===== src/rtl/if_fetch_queue_pkg.sv =====
// Shared constants, entry layout and decoder field slices for the instruction-fetch queue.
package if_fetch_queue_pkg;

  localparam logic [31:0] NOP_INSTR = 32'h0000_0013;  // addi x0, x0, 0

  localparam logic [0:0] ST_RUN  = 1'b0;
  localparam logic [0:0] ST_HOLD = 1'b1;

  typedef struct packed {
    logic [31:0] instr;
    logic [31:0] pc;
  } fetch_entry_t;

  function automatic logic [6:0] op_field(input logic [31:0] instr);
    return instr[6:0];
  endfunction

  function automatic logic [2:0] fn3_field(input logic [31:0] instr);
    return instr[14:12];
  endfunction

  function automatic logic [6:0] fn7_field(input logic [31:0] instr);
    return instr[31:25];
  endfunction

endpackage


===== src/rtl/fetchq_fifo.sv =====
// DEPTH x 64-bit circular buffer holding {instr, pc} entries; push/pop/clear with occupancy count.
module fetchq_fifo #(
  parameter int  DEPTH = 4,
  localparam int PW    = $clog2(DEPTH),
  localparam int CW    = PW + 1
) (
  input  logic          clk,
  input  logic          rst,
  input  logic          clear,
  input  logic          push,
  input  logic          pop,
  input  logic [63:0]   wdata,
  output logic [CW-1:0] count,
  output logic [63:0]   rdata
);

  logic [63:0]   mem [DEPTH];
  logic [PW-1:0] head;
  logic [PW-1:0] tail;

  // Pointers wrap naturally because DEPTH is a power of two.
  always_ff @(posedge clk or posedge rst) begin
    if (rst) begin
      head  <= '0;
      tail  <= '0;
      count <= '0;
    end else if (clear) begin
      head  <= '0;
      tail  <= '0;
      count <= '0;
    end else begin
      if (push) tail <= tail + 1'b1;
      if (pop)  head <= head + 1'b1;
      count <= count + CW'(push) - CW'(pop);
    end
  end

  // NOTE: storage is deliberately not reset; count alone decides which entries are meaningful.
  always_ff @(posedge clk) begin
    if (push && !clear) mem[tail] <= wdata;
  end

  assign rdata = mem[head];

endmodule


===== src/rtl/if_fetch_queue.sv =====
// Fetch front end: sequential PC issue to a 1-cycle BRAM, credit-limited queue, epoch-based flush.
// Optional build macro FETCHQ_BYPASS_EN forwards a response straight to decode when the queue is empty.
module if_fetch_queue
  import if_fetch_queue_pkg::*;
#(
  parameter int          DEPTH    = 4,
  parameter logic [31:0] RESET_PC = 32'h0000_0000
) (
  input  logic        clk,
  input  logic        rst,
  input  logic        StallD,
  input  logic        RedirectE,
  input  logic [31:0] RedirectPC,
  output logic [31:0] IMemAddr,
  output logic        IMemRd,
  input  logic [31:0] IMemData,
  output logic        ValidD,
  output logic [31:0] InstrD,
  output logic [31:0] PCD,
  output logic [6:0]  OpD,
  output logic [2:0]  Fn3D,
  output logic [6:0]  Fn7D
);

  localparam int          CW      = $clog2(DEPTH) + 1;
  localparam logic [CW:0] DEPTH_C = (CW + 1)'(DEPTH);

  logic [31:0]   fetch_pc;
  logic          epoch;
  logic          inflight;
  logic          inflight_epoch;
  logic [31:0]   inflight_pc;
  logic [0:0]    state;

  logic [CW-1:0] count;
  logic [63:0]   head_data;
  fetch_entry_t  head;
  logic          fifo_valid;
  logic          resp_ok;
  logic          bypass;
  logic          deq;
  logic          push;
  logic          pop;
  logic [CW:0]   occ_next;
  logic [31:0]   redirect_target;

  assign head            = head_data;
  assign fifo_valid      = (count != '0);
  assign resp_ok         = inflight && (inflight_epoch == epoch);
  assign redirect_target = RedirectPC & ~32'h3;

`ifdef FETCHQ_BYPASS_EN
  assign bypass = !fifo_valid && resp_ok;
`else
  assign bypass = 1'b0;
`endif

  // NOTE: every output of this block gets a value on every path, so no latch is inferred.
  always_comb begin
    ValidD = fifo_valid || bypass;
    InstrD = NOP_INSTR;
    PCD    = '0;
    if (bypass) begin
      InstrD = IMemData;
      PCD    = inflight_pc;
    end else if (fifo_valid) begin
      InstrD = head.instr;
      PCD    = head.pc;
    end
  end

  assign OpD  = op_field(InstrD);
  assign Fn3D = fn3_field(InstrD);
  assign Fn7D = fn7_field(InstrD);

  // A bypassed word that decode consumes this cycle never needs a queue slot.
  assign deq  = ValidD && !StallD;
  assign pop  = deq && fifo_valid && !RedirectE;
  assign push = resp_ok && !RedirectE && !(bypass && deq);

  // HOLD means queued + in-flight words already fill every slot, so only a dequeue frees credit.
  assign IMemRd   = !rst && !RedirectE && ((state == ST_RUN) || deq);
  assign IMemAddr = fetch_pc;
  assign occ_next = {1'b0, count} + (CW + 1)'(push) - (CW + 1)'(pop) + (CW + 1)'(IMemRd);

  // NOTE: sequential state uses non-blocking assignments so every register samples pre-edge values.
  always_ff @(posedge clk or posedge rst) begin
    if (rst) begin
      fetch_pc       <= RESET_PC;
      epoch          <= 1'b0;
      inflight       <= 1'b0;
      inflight_epoch <= 1'b0;
      inflight_pc    <= '0;
      state          <= ST_RUN;
    end else if (RedirectE) begin
      fetch_pc <= redirect_target;
      epoch    <= ~epoch;
      inflight <= 1'b0;
      state    <= ST_RUN;
    end else begin
      inflight <= IMemRd;
      if (IMemRd) begin
        fetch_pc       <= fetch_pc + 32'd4;
        inflight_epoch <= epoch;
        inflight_pc    <= fetch_pc;
      end
      state <= (occ_next == DEPTH_C) ? ST_HOLD : ST_RUN;
    end
  end

  fetchq_fifo #(.DEPTH(DEPTH)) u_fifo (
    .clk   (clk),
    .rst   (rst),
    .clear (RedirectE),
    .push  (push),
    .pop   (pop),
    .wdata ({IMemData, inflight_pc}),
    .count (count),
    .rdata (head_data)
  );

endmodule


===== config.mk =====
export PLATFORM = sky130hd
export DESIGN_NAME = if_fetch_queue
export DESIGN_NICKNAME = d
export VERILOG_FILES = /design/src/rtl/if_fetch_queue_pkg.sv /design/src/rtl/fetchq_fifo.sv /design/src/rtl/if_fetch_queue.sv
export SDC_FILE = /design/constraint.sdc
export NUM_CORES = 1
export LEC_CHECK = 0
export CAP_MARGIN = 20
export CORE_MARGIN = 2
export CORE_UTILIZATION = 55
export CTS_CLUSTER_SIZE = 10
export DETAILED_ROUTE_END_ITERATION = 8
export PLACE_DENSITY = 0.92
export SLEW_MARGIN = 20
export SYNTH_ARGS = -nofsm -noshare
export SYNTH_HDL_FRONTEND = slang
export SYNTH_HIERARCHICAL = 1
export SYNTH_SLANG_ARGS = --single-unit

===== constraint.sdc =====
create_clock -name clk -period 7.65 [get_ports clk]
set_input_delay 2.295 -clock clk [delete_from_list [all_inputs] [get_ports clk]]
set_output_delay 2.295 -clock clk [all_outputs]
set_load 0.005 [all_outputs]

* After elaboration in Yosys (flattened, before gate mapping)
Memories as Yosys holds them, arrays and structs flattened. Index checks and enable logic that the tools add are counted.
Storage, ports and cells: register bits after elaboration 75, memory bits (writable) 256, bits of input ports 68, logic and storage cells 54, memories kept 1
Memories:
- u_fifo.mem | words 4, bits a word 64, rd ports 1, clocked after Yosys merged registers in 0, wr ports 1, RTL line fetchq_fifo.sv:17 | logic [63:0] mem [DEPTH];
Operators by class: add/sub/neg operators 8, equality and inequality tests 2, muxes and demuxes 14, bitwise operators 3, reductions and logical operators 17
Operators with widths (count):
- 32-bit two-way mux | 4
- 32-bit by 3-bit adder with 32-bit output (second input constant) | 1
- 1-bit logical AND | 8
- 2-bit two-way mux | 4
- 2-bit nonzero test | 3
- 1-bit two-way mux | 5
- 2-bit by 1-bit adder with 2-bit output (second input constant) | 2
- 3-bit by 1-bit adder with 4-bit output | 1
- 4-bit by 1-bit adder with 4-bit output | 1
- 4-bit by 3-bit == test with 1-bit output (second input constant) | 1
- 4-bit by 1-bit subtractor with 4-bit output | 1
- 3-bit by 1-bit adder with 3-bit output | 1
- 1-bit zero test | 3
- 3-bit two-way mux | 1
- 1-bit inverter | 3
- 3-bit nonzero test | 1
- 3-bit by 1-bit subtractor with 3-bit output | 1
- 2-bit AND reduction | 1
- 1-bit == test | 1
- 1-bit logical OR | 1

* Longest topological paths before layout
depth in word-level cells 9, depth in mapped cells 12, depth with buffers taken out 11

* Hierarchy
Netlist, hierarchy kept.
Modules (own cells, without submodules):
- fetchq_fifo | instances 1, cells an instance 373, area each 9691.8 um^2, seq. area each 7862.5 um^2
- if_fetch_queue | instances 1, cells an instance 377, area each 3727.3 um^2, seq. area each 1601.5 um^2

* Worst setup path after synthesis
OpenSTA, ideal clock, no wires.
kind input-to-output, start point in StallD, end point out IMemRd, arrival time 3069 ps, required time 5355 ps, path slack 2286 ps, stages 4, cells stage by stage nand2_1 nor3b_2 buf_2 nor2b_1
Between the ends: longest elaborated chain between the ends 4
RTL lines:
- from (decl) | RTL line if_fetch_queue.sv:11 | input logic StallD,
- 1-bit zero test | RTL line if_fetch_queue.sv:77 | assign deq = ValidD && !StallD;
- 1-bit logical AND | RTL line if_fetch_queue.sv:77
- 1-bit logical OR | RTL line if_fetch_queue.sv:82 | assign IMemRd = !rst && !RedirectE && ((state == ST_RUN) || deq);
- 1-bit logical AND | RTL line if_fetch_queue.sv:82
- to (decl) | RTL line if_fetch_queue.sv:15 | output logic IMemRd,
Every way passes these cells.

* Worst setup path in the final report
start point in rst, end point out IMemRd
Between the ends: longest elaborated chain between the ends 3
RTL lines:
- from (decl) | RTL line if_fetch_queue.sv:10 | input logic rst,
- 1-bit zero test (no line)
- 1-bit logical AND (2 in a row) | RTL line if_fetch_queue.sv:82
Every way passes these cells.

==> metrics <==
NetSw 0.001255 W; Max Buffers Root-to-Sink 3; Placer Congestion 0.8063; final setup fails 0; vias in the first global route 7,528; synthesized flop and latch total 327; first-pass GRT wire length 40,600 um; Initial Utilization 55.67%; Worst R2R Setup Slack 4.50 ns; pin count of the biggest net entering global routing 72; multi-input combinational cell area 3583 um2; Cell Area, Synth 13,420 um2; asr flop ratio synth 21.71%; Max-slew headroom 30.50%; Pwr Total 0.005051 W; Overflow after GRT 0; total CTS buffers 39; Die Width 160.2 um; share of cells above drive strength 1 15.97%; DRT antenna net count 0; # rows 57; htree depth 2; Static Leak 5.566 nW; drt total wl 25,900 um; Post-synth EDFFs 256; worst slew pin tran 1.043 ns; Clk pwr share 32.2%; clock latency on the worst-skew pair 0.50 ns; Area contributors post-synth edfxtp_1, dfrtp_1, mux4_2; Cell Int Power 0.003797 W; Sw Ratio 24.84%; clk slew on worst S/H paths 0.05 ns; Post-CTS Resized 0; sequential power share 45.7%; clk_skew 0.01127 ns; Top FF cell, synth edfxtp_1; worst r2r src u_fifo/count[1]; status complete, no violations; Num Clock Sinks 327; share of Yosys cell area claimed by the top area cell type 57.29%; final hold vios 0; Setup TNS 0 ns; antenna violations before repair 0; Post-Synthesis Cells 750; vias per cell 5.593; Worst EP arrival 4.10 ns; DR vias 7,170; die area 25,660 um2; post-synth top area cell edfxtp_1; hold path start inflight_epoch; max-slew violation count 0; crit-path max FO 16; post-CTS setup buffer count 0; count of cell types in the netlist 45; IO Port Bufs 178; WS Path Type in2out; IO Pins 183; Fmax 156.3 MHz; Hold Buf Count CTS 0; crit path launch type input port; P per Cell Area 305.9 nW/um2; VDD IR max 0.1664 mV; final net count 1,013; min-delay worst type reg2reg; unrepaired setup endpoints after global routing false; ANT cells 0; GRT Overall Usage 20.36%; Post-DP HPWL 15,390 um; buffer type at the clock tree root clkbuf_16; Syn. warnings 6; min cycle time layout 6.397 ns; Filler cells 1,568; Register Area 9472 um2; combinational share of power 22.1%; Max-Cap Viols 0; most frequent cell after synthesis edfxtp_1; Final Util 68.51%; period utilization 83.62%; element type at the critical path end output pin; CTS tree done; Die Y 160.2 um; Post-synth top cells edfxtp_1, dfrtp_1, nor2b_1; DR WL/cell 20.20 um; sequential share of the synthesized area 70.53%; Setup crit start rst; Avg Cell Area, Syn 17.89 um2; DRC Markers 0; CP required 5.36 ns; Synth-to-Final Area Change 23.08%; core region area 24,110 um2; drt pass-1 iters 5; DR iter-0 viols 480
[routing by layer]
metal | wire (um) | GRT usage (%) | part of all wire (%)
met1 | 10480 | 26.17 | 40
met2 | 13090 | 34.93 | 51
met3 | 1747 | 4.364 | 6.7
met4 | 588 | 6.798 | 2.3
met5 | 0 | 0 | 0
[registers in the layout (all words and copies together), names as in the netlist]
name,count
inflight_epoch,1
epoch,1
u_fifo/mem,256
state,1
u_fifo/head,2
inflight,1
inflight_pc,30
IMemAddr,30
u_fifo/tail,2
u_fifo/count,3
[final timing paths]
check | endpoint | cells after the start
min | inflight_epoch | 1
max in group asynchronous | IMemAddr[31] | 3
min reg2reg | inflight_epoch | 1
max | IMemRd | 5
min in group asynchronous | u_fifo/head[0] | 2
max reg2reg | state | 8
[layout by cell type, fill, tap and decap left out, types with 4 or more instances in the layout]
cell type	n
nor2_1	10
nor3_1	4
nor2b_1	66
inv_1	15
clkbuf_1	24
nand3_1	13
mux2_1	19
and2_4	4
buf_4	7
mux2_2	16
clkbuf_16	41
nand2_1	36
dfrtp_1	69
xor2_1	22
ha_1	10
mux4_2	64
o21ai_0	26
nand4_1	16
xnor2_1	11
edfxtp_1	256
clkdlybuf4s50_1	177
conb_1	10
[critical path, stage by stage]
cell             delay (ns)
clkdlybuf4s50_1        0.51
nor3b_2                0.23
buf_4                  0.30
nor2b_1                0.23
clkdlybuf4s50_1        0.53
[area by class of cell]
cell class	count	share of cell area [%]
flip-flops and latches	327	57.35
inverters	16	0.3636
multi-input cells	362	21.70
repair buffers	186	11.24
well taps	324	2.455
clock buffers	66	6.841
clock inverters	1	0.05303
[metrics by stage]
stage	cell area, um2	worst slack [ns]	cells	hold slack [ns]
after floorplan	13450	2.286	759	0.4693
after global placement	15340	1.256	1214	0.4821
after detailed placement	15350	1.247	1214	0.4964
after CTS	16490	1.243	1281	0.5080
after global routing	16520	1.198	1282	0.5292
final	16520	1.253	1282	0.5046
[power groups by stage]
stage	Combinational [W]	Sequential [W]	Clock (W)
2_1_floorplan	0.000628	0.00226	0
3_3_place_gp	0.00106	0.00234	0
3_5_place_dp	0.00110	0.00237	0
4_1_cts	0.00111	0.00233	0.00166
5_1_grt	0.00121	0.00233	0.00174
6_report	0.00111	0.00231	0.00163
[kinds of logic (layout without fill, tap and decap cells)]
kind of cell | count (synthesis) | count (layout) | synth area share (%)
compound gates | 32 | 32 | 1.305
xor+xnor | 34 | 34 | 2.322
fa+ha+maj | 13 | 13 | 1.380
buf+inv | 70 | 269 | 3.235
flops | 327 | 327 | 70.53
mux | 101 | 101 | 13.83
other cells | 1 | 10 | 0.02795
simple gates | 172 | 172 | 7.375
Note: power is estimated with default switching activity, not from simulation.
